==> src/rtl/ceres_param.sv <==
// Shared types and constants for the ceres core memory stage.
package ceres_param;

    typedef enum logic [1:0] {
        IDLE  = 2'b00,
        REQ   = 2'b01,
        WAIT  = 2'b10,
        DRAIN = 2'b11
    } mem_state_e;

    localparam logic [1:0] SIZE_BYTE = 2'b00;
    localparam logic [1:0] SIZE_HALF = 2'b01;
    localparam logic [1:0] SIZE_WORD = 2'b10;

    // Size 2'b11 is treated as a word access.
    function automatic logic is_misaligned(input logic [1:0] size, input logic [1:0] off);
        logic result;
        unique case (size)
            SIZE_BYTE: result = 1'b0;
            SIZE_HALF: result = off[0];
            default:   result = (off != 2'b00);
        endcase
        return result;
    endfunction

endpackage

==> src/rtl/load_formatter.sv <==
// Byte-lane helper: aligns/extends load data and builds store strobes and lanes.
module load_formatter
    import ceres_param::*;
#(
    parameter int unsigned XLEN = 32
) (
    input  logic [XLEN-1:0] rsp_data_i,
    input  logic [1:0]      byte_off_i,
    input  logic [1:0]      size_i,
    input  logic            unsigned_i,
    input  logic [XLEN-1:0] wdata_i,
    output logic [XLEN-1:0] load_data_o,
    output logic [3:0]      wstrb_o,
    output logic [XLEN-1:0] wdata_o
);

    logic [XLEN-1:0] shifted;

    always_comb begin
        shifted     = rsp_data_i >> {byte_off_i, 3'b000};
        load_data_o = shifted;
        wstrb_o     = 4'b1111;
        wdata_o     = wdata_i;
        unique case (size_i)
            SIZE_BYTE: begin
                load_data_o = {{(XLEN-8){~unsigned_i & shifted[7]}}, shifted[7:0]};
                wstrb_o     = 4'b0001 << byte_off_i;
                wdata_o     = {4{wdata_i[7:0]}};
            end
            SIZE_HALF: begin
                load_data_o = {{(XLEN-16){~unsigned_i & shifted[15]}}, shifted[15:0]};
                wstrb_o     = 4'b0011 << byte_off_i;
                wdata_o     = {2{wdata_i[15:0]}};
            end
            default: begin
                load_data_o = shifted;
                wstrb_o     = 4'b1111;
                wdata_o     = wdata_i;
            end
        endcase
    end

endmodule

==> src/rtl/mem_access_unit.sv <==
// Stage-4 data-memory access unit: one request per access, stall until response,
// registered load data and one-cycle misaligned / access-fault pulses.
module mem_access_unit
    import ceres_param::*;
#(
    parameter int unsigned XLEN = 32
) (
    input  logic            clk_i,
    input  logic            rst_ni,
    input  logic            flush_i,
    input  logic            ex_valid_i,
    input  logic            ex_we_i,
    input  logic [1:0]      ex_rw_size_i,
    input  logic            ex_unsigned_i,
    input  logic [XLEN-1:0] ex_addr_i,
    input  logic [XLEN-1:0] ex_wdata_i,
    output logic            dmem_req_valid_o,
    input  logic            dmem_req_ready_i,
    output logic [XLEN-1:0] dmem_req_addr_o,
    output logic            dmem_req_we_o,
    output logic [3:0]      dmem_req_wstrb_o,
    output logic [XLEN-1:0] dmem_req_wdata_o,
    input  logic            dmem_rsp_valid_i,
    input  logic [XLEN-1:0] dmem_rsp_data_i,
    input  logic            dmem_rsp_err_i,
    output logic            mem_stall_o,
    output logic [XLEN-1:0] read_data_o,
    output logic            misaligned_o,
    output logic            access_fault_o
);

    mem_state_e state_q, state_d;

    logic [XLEN-1:0] req_addr_q, req_wdata_q;
    logic            req_we_q, req_unsigned_q;
    logic [1:0]      req_size_q;

    logic [XLEN-1:0] read_data_q;
    logic            misaligned_q, access_fault_q;

    logic            ex_misaligned, issue, complete, in_idle;
    logic [XLEN-1:0] sel_addr, sel_wdata;
    logic            sel_we, sel_unsigned;
    logic [1:0]      sel_size;
    logic [XLEN-1:0] fmt_load;
    logic [3:0]      fmt_wstrb;
    logic [XLEN-1:0] fmt_wdata;

    assign in_idle       = (state_q == IDLE);
    assign ex_misaligned = is_misaligned(ex_rw_size_i, ex_addr_i[1:0]);
    assign issue         = in_idle & ex_valid_i & ~ex_misaligned & ~flush_i;
    assign complete      = (state_q == WAIT) & dmem_rsp_valid_i & ~flush_i;

    // IDLE issues straight from execute; later states use the latched request.
    assign sel_addr     = in_idle ? ex_addr_i     : req_addr_q;
    assign sel_wdata    = in_idle ? ex_wdata_i    : req_wdata_q;
    assign sel_we       = in_idle ? ex_we_i       : req_we_q;
    assign sel_size     = in_idle ? ex_rw_size_i  : req_size_q;
    assign sel_unsigned = in_idle ? ex_unsigned_i : req_unsigned_q;

    load_formatter #(
        .XLEN (XLEN)
    ) u_load_formatter (
        .rsp_data_i  (dmem_rsp_data_i),
        .byte_off_i  (sel_addr[1:0]),
        .size_i      (sel_size),
        .unsigned_i  (sel_unsigned),
        .wdata_i     (sel_wdata),
        .load_data_o (fmt_load),
        .wstrb_o     (fmt_wstrb),
        .wdata_o     (fmt_wdata)
    );

    always_comb begin
        state_d          = state_q;
        dmem_req_valid_o = 1'b0;
        mem_stall_o      = 1'b0;
        unique case (state_q)
            IDLE: begin
                if (issue) begin
                    dmem_req_valid_o = 1'b1;
                    mem_stall_o      = 1'b1;
                    state_d          = dmem_req_ready_i ? WAIT : REQ;
                end
            end
            REQ: begin
                // Valid is held even under flush so an accepted store still lands.
                dmem_req_valid_o = 1'b1;
                mem_stall_o      = 1'b1;
                if (dmem_req_ready_i) begin
                    state_d = flush_i ? DRAIN : WAIT;
                end else if (flush_i) begin
                    state_d = IDLE;
                end
            end
            WAIT: begin
                mem_stall_o = ~dmem_rsp_valid_i;
                if (dmem_rsp_valid_i) begin
                    state_d = IDLE;
                end else if (flush_i) begin
                    state_d = DRAIN;
                end
            end
            DRAIN: begin
                mem_stall_o = ex_valid_i;
                if (dmem_rsp_valid_i) begin
                    state_d = IDLE;
                end
            end
            default: state_d = IDLE;
        endcase
    end

    assign dmem_req_addr_o  = {sel_addr[XLEN-1:2], 2'b00};
    assign dmem_req_we_o    = dmem_req_valid_o & sel_we;
    assign dmem_req_wstrb_o = (dmem_req_valid_o & sel_we) ? fmt_wstrb : 4'b0000;
    assign dmem_req_wdata_o = fmt_wdata;

    always_ff @(posedge clk_i or negedge rst_ni) begin
        if (!rst_ni) begin
            state_q        <= IDLE;
            req_addr_q     <= '0;
            req_wdata_q    <= '0;
            req_we_q       <= 1'b0;
            req_size_q     <= SIZE_BYTE;
            req_unsigned_q <= 1'b0;
            read_data_q    <= '0;
            misaligned_q   <= 1'b0;
            access_fault_q <= 1'b0;
        end else begin
            state_q        <= state_d;
            misaligned_q   <= in_idle & ex_valid_i & ex_misaligned & ~flush_i;
            access_fault_q <= complete & dmem_rsp_err_i;
            if (issue) begin
                req_addr_q     <= ex_addr_i;
                req_wdata_q    <= ex_wdata_i;
                req_we_q       <= ex_we_i;
                req_size_q     <= ex_rw_size_i;
                req_unsigned_q <= ex_unsigned_i;
            end
            if (complete && !req_we_q) begin
                read_data_q <= dmem_rsp_err_i ? '0 : fmt_load;
            end
        end
    end

    assign read_data_o    = read_data_q;
    assign misaligned_o   = misaligned_q;
    assign access_fault_o = access_fault_q;

endmodule
==> config.mk <==
export PLATFORM = sky130hd
export DESIGN_NAME = mem_access_unit
export DESIGN_NICKNAME = d
export VERILOG_FILES = /design/src/rtl/ceres_param.sv /design/src/rtl/load_formatter.sv /design/src/rtl/mem_access_unit.sv
export SDC_FILE = /design/constraint.sdc
export NUM_CORES = 1
export LEC_CHECK = 0
export ABC_AREA = 1
export BUFFER_PORTS_ARGS = -buffer_cell sky130_fd_sc_hd__clkbuf_2
export CAP_MARGIN = 20
export CORE_MARGIN = 3
export CORE_UTILIZATION = 55
export DETAILED_ROUTE_END_ITERATION = 7
export PLACE_DENSITY_LB_ADDON = 0.1
export SLEW_MARGIN = 30
export SYNTH_ARGS = -nofsm -noshare
export SYNTH_HDL_FRONTEND = slang
export SYNTH_SLANG_ARGS = --single-unit
==> constraint.sdc <==
create_clock -name clk_i -period 3.9 [get_ports clk_i]
set_clock_uncertainty 0.15 [all_clocks]
set_input_delay 0.78 -clock clk_i [delete_from_list [all_inputs] [get_ports clk_i]]
set_output_delay 0.78 -clock clk_i [all_outputs]
set_load 0.005 [all_outputs]
==> impl_metrics.json <==
{
  "path_clk_slew_ps": 110,
  "drt-wirelength-per-cell_um": 13.8,
  "maxSlewHeadroom_pct": 39.9,
  "drv_slew": 0,
  "layout_common_cells": "nand2_1, clkbuf_2, o21ai_0",
  "drc": 0,
  "grt.total_usage_pct": 26.2,
  "worstPathRequired_ps": 2970,
  "synth_area_leader_cell": "dfrtp_1",
  "clkPwrFrac_pct": 12.0,
  "max_slew.worst_pin.slew_ps": 896,
  "n_fill_cell": 963,
  "worst_slack_ps": 507,
  "clk-insertion-delay-late_ps": 370,
  "rows": 37,
  "synth_top_family_by_area": "simple AND/OR/NAND/NOR gates",
  "synth-compound-area-share_pct": 19.7,
  "viasPerCell": 5.27,
  "finalPower_mw": 5.91,
  "clockBufferDepth": 2,
  "wl_mm": 15.9,
  "layout-drive-gt1-share_pct": 25.3,
  "final-setup-viol-count": 0,
  "antenna_found_initial": 0,
  "clock_sinks": 104,
  "startpoint_type": "flop",
  "synth.top_cells.by_area": "dfrtp_1, nand2_1, o21ai_0, inv_1, nand3_1",
  "drtAntennaViolNets": 0,
  "dp_hpwl_mm": 11.7,
  "crit_path_max_fanout": 59,
  "power_density_nw_per_um2": 818,
  "tritoncts": "yes",
  "instances_no_fill": 1151,
  "post_cts_resized": 0,
  "end_kind": "primary output",
  "boundaryPins": 212,
  "seq_power_share_pct": 30.6,
  "syn_to_final_growth_pct": 20.7,
  "grt_first_pass_wirelength_mm": 25.2,
  "place_area_um2": 6990,
  "muxShareOfSynthArea_pct": 0.188,
  "rsz0062_at_grt": "no",
  "ys_seq_area_share_pct": 43.5,
  "pre_cts_ws_ps": 723,
  "hp-class": "input port to async pin",
  "holdBufCountCts": 0,
  "synthAdderAreaFrac_pct": 0,
  "vias": 6069,
  "overflow": 0,
  "internal_power_mw": 3.13,
  "p_sw_mw": 2.78,
  "worst_hold_slack_ps": 261,
  "start_util_pct": 57.2,
  "gp_congestion": 0.884,
  "nets": 1117,
  "final_common_cell": "nand2_1",
  "ys_seq_elements": 104,
  "ir_drop_mv": 0.591,
  "tns_ps": 0,
  "yosysUniqueCellTypes": 34,
  "post-route-period-util_pct": 87.0,
  "first_pass_iters": 7,
  "diodes": 0,
  "fmax_mhz": 295,
  "cts_buffers": 9,
  "syn_area_per_cell_um2": 7.16,
  "syn_inst": 835,
  "die_h_um": 110,
  "die_w_um": 110,
  "grt_pass1_vias": 5411,
  "arrival_ps": 2460,
  "cts_root_buffer": "clkbuf_8",
  "synth_warnings": 0,
  "syn-cell-area_um2": 5980,
  "dp_cells": 1134,
  "critPathKind": "flop to primary output",
  "combinationalPowerShare_pct": 57.5,
  "die_area_um2": 12200,
  "cap_viol_max_count": 0,
  "final_core_util_pct": 69.0,
  "p_leak_nw": 4.14,
  "cts_setup_buffers": 0,
  "synth_top_area_share_pct": 43.5,
  "grt_max_degree": 137,
  "outcome": "finished, final reports clean",
  "synth_xor_xnor_area_share_pct": 0,
  "drt_iter0_markers": 439,
  "core_region_area_um2": 10500,
  "port_buffers": 209,
  "htreeDepth": 3,
  "fin_area_um2": 7220,
  "synth-simple-area-share_pct": 25.5,
  "p_sw_share_pct": 47.0,
  "final.min_clock_period_ps": 3390,
  "finalHoldViolCount": 0
}
==> area by class of cell <==
| type | instances | area [um^2] | share of cell area, % |
|---|---|---|---|
| well taps | 136 | 170 | 2.36 |
| inverters | 101 | 379 | 5.25 |
| clock inverters | 6 | 75.1 | 1.04 |
| repair buffers | 216 | 1140 | 15.8 |
| multi-input cells | 578 | 2730 | 37.8 |
| clock buffers | 10 | 128 | 1.77 |
| flip-flops and latches | 104 | 2600 | 36.0 |
==> sequential cells by signal (all words and copies together), names as in the netlist <==
name and count:
misaligned_o 1, access_fault_o 1, state_q 2, req_wdata_q 32
req_unsigned_q 1, req_we_q 1, read_data_o 32, req_size_q 2
req_addr_q 32
==> path summary, 6_finish.rpt <==
check / start / to / slack (ps) / depth (start not counted)
max: state_q[0]$_DFFE_PN0P_ / dmem_req_wdata_o[8] / 510 / 9
min: rst_ni / read_data_o[4]$_DFFE_PN0P_ / 260 / 1
max in group asynchronous: rst_ni / req_addr_q[16]$_DFFE_PN0P_ / 2610 / 2
min in group clk_i: read_data_o[11]$_DFFE_PN0P_ / read_data_o[11]$_DFFE_PN0P_ / 340 / 2
max reg2reg: state_q[0]$_DFFE_PN0P_ / read_data_o[27]$_DFFE_PN0P_ / 1450 / 10
min reg2reg: read_data_o[11]$_DFFE_PN0P_ / read_data_o[11]$_DFFE_PN0P_ / 340 / 2
==> routing by layer <==
| metal | wire (um) | GRT usage (%) | up-vias | share of wire [%] |
|---|---|---|---|---|
| met5 | 0 | 0 | - | 0 |
| met4 | 291 | 8.71 | 0 | 1.8 |
| met3 | 1290 | 5.07 | 26 | 8.1 |
| met2 | 7650 | 43.0 | 239 | 48 |
| met1 | 6650 | 34.9 | 2777 | 42 |
| li1 | - | - | 3027 | - |
==> cells in the mapped netlist, drive strengths merged <==
cell,number
mux2,1
o211ai,12
inv,101
o21ai,148
conb,1
o22ai,3
nor2,19
nor4,1
clkbuf,20
a21oi,30
o311ai,1
buf,33
o2111ai,1
nand2,296
o21a,8
dfrtp,104
o221ai,8
nor3,3
nand3,45
==> worst max-delay path, cell delays in order (launching register included) <==
cell and delay, ps:
dfrtp_1 450, inv_2 100, nand2_8 280, nand2_1 150, nand2_4 200, nand2_4 150, inv_1 330, nand2_1 150
o21ai_0 120, clkbuf_2 150
==> power groups by stage <==
stage | Clock [mW] | Sequential, mW | Combinational (mW)
finish | 0.707 | 1.81 | 3.40
global route | 0.760 | 1.86 | 3.87
CTS | 0.721 | 1.80 | 3.37
detailed placement | 0 | 1.81 | 3.35
global placement | 0 | 1.81 | 3.30
floorplan | 0 | 1.76 | 2.30
==> kinds of logic (layout without fill, tap and decap cells) <==
| group | Yosys count | after routing |
|---|---|---|
| and+or+nand+nor | 364 | 364 |
| AOI/OAI and AO/OA | 211 | 211 |
| buffers and inverters | 154 | 333 |
| DFF | 104 | 104 |
| other | 1 | 2 |
| muxes | 1 | 1 |
(Power assumes the default switching activity.)
